File: config.mk
export PLATFORM = sky130hd
export DESIGN_NAME = bus_arbiter_rr
export DESIGN_NICKNAME = d
export VERILOG_FILES = /design/src/rtl/bus_arbiter_rr.sv
export SDC_FILE = /design/constraint.sdc
export NUM_CORES = 1
export LEC_CHECK = 0
export BUFFER_PORTS_ARGS = -buffer_cell sky130_fd_sc_hd__buf_2
export CAP_MARGIN = 10
export CORE_ASPECT_RATIO = 1.1
export CORE_MARGIN = 1
export CORE_UTILIZATION = 40
export DETAILED_ROUTE_END_ITERATION = 6
export GPL_TIMING_DRIVEN = 1
export MAX_ROUTING_LAYER = met4
export PLACE_DENSITY = 0.68
export SKIP_LAST_GASP = 1
export SLEW_MARGIN = 20
export SYNTH_ARGS = -nofsm -noshare
export SYNTH_HDL_FRONTEND = slang
export SYNTH_SLANG_ARGS = --single-unit
File: constraint.sdc
create_clock -name clk -period 2.2 [get_ports clk]
set_clock_uncertainty 0.1 [all_clocks]
set_input_delay 0.44 -clock clk [delete_from_list [all_inputs] [get_ports clk]]
set_output_delay 0.44 -clock clk [all_outputs]
set_load 0.005 [all_outputs]
File: src/rtl/bus_arbiter_rr.sv
// N-requester bus arbiter: round-robin or fixed priority, grant hold with
// timeout preemption. Every output is registered, so a request is granted one cycle later.
module bus_arbiter_rr #(
    parameter int unsigned  NUM_REQ  = 3,
    parameter bit           RR_MODE  = 1'b1,
    parameter int unsigned  MAX_HOLD = 16,
    localparam int unsigned ID_W     = $clog2(NUM_REQ)
) (
    input  logic               clk,
    input  logic               rst,
    input  logic [NUM_REQ-1:0] req,
    output logic [NUM_REQ-1:0] gnt,
    output logic [ID_W-1:0]    gnt_id,
    output logic               gnt_valid,
    output logic               preempt
);

    localparam int unsigned HOLD_W   = (MAX_HOLD == 0) ? 1 : $clog2(MAX_HOLD + 1);
    localparam int unsigned HOLD_LIM = (MAX_HOLD == 0) ? 0 : MAX_HOLD - 1;

    typedef enum logic {
        IDLE,
        OWNED
    } state_t;

    state_t              state;
    logic [ID_W-1:0]     rr_ptr;
    logic [HOLD_W-1:0]   hold_cnt;

    logic [NUM_REQ-1:0]  cand_c;
    logic [ID_W-1:0]     win_id_c;
    logic                win_found_c;
    logic                owner_req_c;
    logic                others_c;
    logic                timeout_c;
    int unsigned         idx_c;

    // The current owner is never a candidate. This one mask covers the idle,
    // release and timeout cases.
    always_comb begin
        cand_c      = req & ~gnt;
        owner_req_c = |(req & gnt);
        others_c    = |cand_c;
        timeout_c   = (MAX_HOLD != 0) && (hold_cnt >= HOLD_W'(HOLD_LIM));
    end

    // Winner search: rotate from rr_ptr+1, or lowest index in fixed mode
    always_comb begin
        win_found_c = 1'b0;
        win_id_c    = '0;
        idx_c       = 0;
        for (int unsigned k = 0; k < NUM_REQ; k++) begin
            if (RR_MODE) begin
                idx_c = 32'(rr_ptr) + k + 32'd1;
                if (idx_c >= NUM_REQ) begin
                    idx_c = idx_c - NUM_REQ;
                end
            end else begin
                idx_c = k;
            end
            if (!win_found_c && cand_c[ID_W'(idx_c)]) begin
                win_found_c = 1'b1;
                win_id_c    = ID_W'(idx_c);
            end
        end
    end

    always_ff @(posedge clk) begin
        if (rst) begin
            state     <= IDLE;
            gnt       <= '0;
            gnt_id    <= '0;
            gnt_valid <= 1'b0;
            preempt   <= 1'b0;
            hold_cnt  <= '0;
            rr_ptr    <= ID_W'(NUM_REQ - 1);
        end else begin
            preempt <= 1'b0;
            case (state)
                IDLE: begin
                    if (win_found_c) begin
                        state     <= OWNED;
                        gnt       <= NUM_REQ'(1) << win_id_c;
                        gnt_id    <= win_id_c;
                        gnt_valid <= 1'b1;
                        rr_ptr    <= win_id_c;
                        hold_cnt  <= '0;
                    end
                end
                OWNED: begin
                    if (owner_req_c && !(others_c && timeout_c)) begin
                        if (hold_cnt < HOLD_W'(MAX_HOLD)) begin
                            hold_cnt <= hold_cnt + HOLD_W'(1);
                        end
                    end else if (win_found_c) begin
                        // Owner still requesting here means a timeout handover
                        gnt       <= NUM_REQ'(1) << win_id_c;
                        gnt_id    <= win_id_c;
                        gnt_valid <= 1'b1;
                        rr_ptr    <= win_id_c;
                        hold_cnt  <= '0;
                        preempt   <= owner_req_c;
                    end else begin
                        state     <= IDLE;
                        gnt       <= '0;
                        gnt_id    <= '0;
                        gnt_valid <= 1'b0;
                        hold_cnt  <= '0;
                    end
                end
                default: begin
                    state <= IDLE;
                end
            endcase
        end
    end

endmodule

==> out/qor.csv <==
metric,value,unit
status,finished clean,
Pre-antenna DRT Iters,4,
number of global-route vias before repair,843,
CP startpoint kind,flip-flop,
nets@finish,139,
PwrDens,1510,nW/µm²
Initial Util,43.8,%
max-cap violations,0,
total number of vias,914,
Critical Path Sink Type,flip-flop,
top_reg_cell synth,dfxtp_1,
total CTS buffers,3,
setup TNS,0,ps
Final ANT Viol Nets,0,
period utilization,95.0,%
fillers,205,
"Hold Vio Cnt, Final",0,
Cells after Synth,107,
grt ovf,0,
clock sinks,15,
via/cell ratio,5.86,
# diodes,0,
synth-to-layout area growth,22.6,%
fmax,0.479,GHz
first-pass GRT wire length,3.64,mm
Synth Warn #,0,
final wirelength,2.15,mm
core area,2080,µm²
largest net degree at the start of global routing,16,
Synth Register Bits,15,
"Worst Setup Slack, final",110,ps
Placer Congestion,0.884,
Syn Area/Cell,8.52,µm²
Finished Cell Area,1120,µm²
ordered list of cells on the worst path,inv_1 > ha_1 > and2_1 > o2111ai_1 > buf_4 > a21oi_2 > or3_1 > o21ai_0,
post-synthesis async set-or-reset flop share,0,%
Slew HR,79.7,%
"Clk Latency, worst-skew pair",280,ps
standard-cell rows,17,
clk buf depth,2,
Synth cell types,42,
worst stage delay on the critical path,400,ps
worst-path fanout max,7,
Max Slew Vio Count,0,
unrepaired setup endpoints after global routing,no,
Critical Path RT,2280,ps
CP max stage cell,or3_1,
Setup WS pre-CTS,3.36,ps
1st-iter DRT viols,28,
Post-DP Area,1040,µm²
die area,2480,µm²
Post-synth EDFFs,0,
H-tree depth,1,
"Cell Area, Synth",912,µm²
DRC violations left,0,
WL/cell,13.8,µm
Die H,52.1,µm
CP Data Arrival Time,2170,ps
Slew @ Worst Pin,301,ps
dpl hpwl,1.63,mm
syn_nets,117,
total track usage,21.3,%
# IOs,12,
Worst VDD drop,0.000790,V
share of cells above drive strength 1,28.9,%
Die X,47.5,µm
Leakage Power,0.444,nW
port buffer count,11,
"Setup violations, final",0,
Final Critical Period,2090,ps
sequential area share after synthesis,32.9,%
CTS tree,built,
total power,1.69,mW
initial antenna violation count,0,
root buffer cell,clkbuf_4,
"CTS clk-pin slew, worst paths",80,ps
Crit Path Category,flip-flop to flip-flop,
worst path bufs/invs,2,
"CP delay by family, top",simple AND/OR/NAND/NOR gates,
hold crit path type,flip-flop to flip-flop,
[cells in the mapped netlist, types with 2 or more instances]
master | count | area (µm²)
nand2_1 | 9 | 33.8
nor2_1 | 9 | 33.8
nand4_1 | 2 | 12.5
a21oi_1 | 5 | 25.0
nand3b_1 | 2 | 15.0
nand2b_1 | 4 | 25.0
dfxtp_1 | 15 | 300
nor4bb_1 | 2 | 20.0
inv_1 | 9 | 33.8
o21ai_0 | 5 | 25.0
o32ai_1 | 3 | 26.3
a2bb2oi_1 | 2 | 17.5
nor2b_1 | 2 | 12.5
a31oi_1 | 2 | 12.5
nor3_1 | 3 | 15.0
ha_1 | 5 | 62.6
nand3_1 | 3 | 15.0
[power breakdown]
group	switching, mW	internal, mW
registers	0.0738	0.360
logic	0.566	0.534
clock network	0.0824	0.0704
total	0.722	0.965
[worst paths after layout]
kind	start	endpoint	slack, ps	cells after the start
worst max register to register	rr_ptr[0]	rr_ptr[1]	110	8
worst max-delay path	rr_ptr[0]	rr_ptr[1]	110	8
worst min register to register	gnt_id[1]	gnt_id[1]	380	2
worst min-delay path	gnt_id[1]	gnt_id[1]	380	2
[layout make-up]
| class | instances | area (µm²) | share of cell area, % |
|---|---|---|---|
| Multi-Input combinational cell | 80 | 587 | 52.5 |
| Tap cell | 28 | 35.0 | 3.13 |
| Clock buffer | 4 | 26.3 | 2.35 |
| Timing Repair Buffer | 20 | 134 | 12.0 |
| Inverter | 9 | 33.8 | 3.02 |
| Sequential cell | 15 | 303 | 27.1 |
[cell families (layout without fill, tap and decap cells)]
family	count (synthesis)	after routing	synth area share [%]
compound gates	31	31	26.8
simple gates	43	43	26.5
buf+inv	12	33	5.90
mux	1	1	1.10
fa+ha+maj	5	5	6.86
flops	15	15	32.9
[layout by cell type, fill, tap and decap left out, drive strengths merged, types with 3 or more instances in the layout]
master,instances
a21oi,6
buf,20
clkbuf,4
dfxtp,15
ha,5
inv,9
nand2,9
nand2b,4
nand3,3
nor2,9
nor3,3
o21ai,5
o32ai,4
[per-layer routing]
metal | vias to the layer above | GRT usage, % | part of all wire (%)
met5 | - | - | 0
met4 | 0 | 11.1 | 2.2
met3 | 6 | 2.43 | 4.0
met2 | 29 | 32.6 | 47
met1 | 441 | 27.1 | 47
li1 | 438 | - | -
[sequential cells by signal (all words and copies together) (netlist names)]
| name | flops |
|---|---|
| gnt | 3 |
| state | 1 |
| hold_cnt | 5 |
| gnt_valid | 1 |
| rr_ptr | 2 |
| preempt | 1 |
| gnt_id | 2 |
[worst min-delay path, cell delays in order (launching register included)]
cell and delay [ps]:
dfxtp_1 310, o21ai_0 60, a21oi_1 60
[timing repair]
action / in CTS / in global routing
endpoints found under the setup margin: 2 / 11
gates resized for setup: 0 / 9
pin swaps: 1 / 2
buffers inserted: 2 / 0
hold buffers: 0 / 0
[stage by stage]
step	util (%)	hold WS, ps	instances
2_1_floorplan	-	370	107
3_3_place_gp	49.7	365	150
3_5_place_dp	49.7	364	150
4_1_cts	51.7	379	156
5_1_grt	53.7	392	156
6_report	53.7	378	156
No activity file was read; power rests on OpenSTA's default activity.
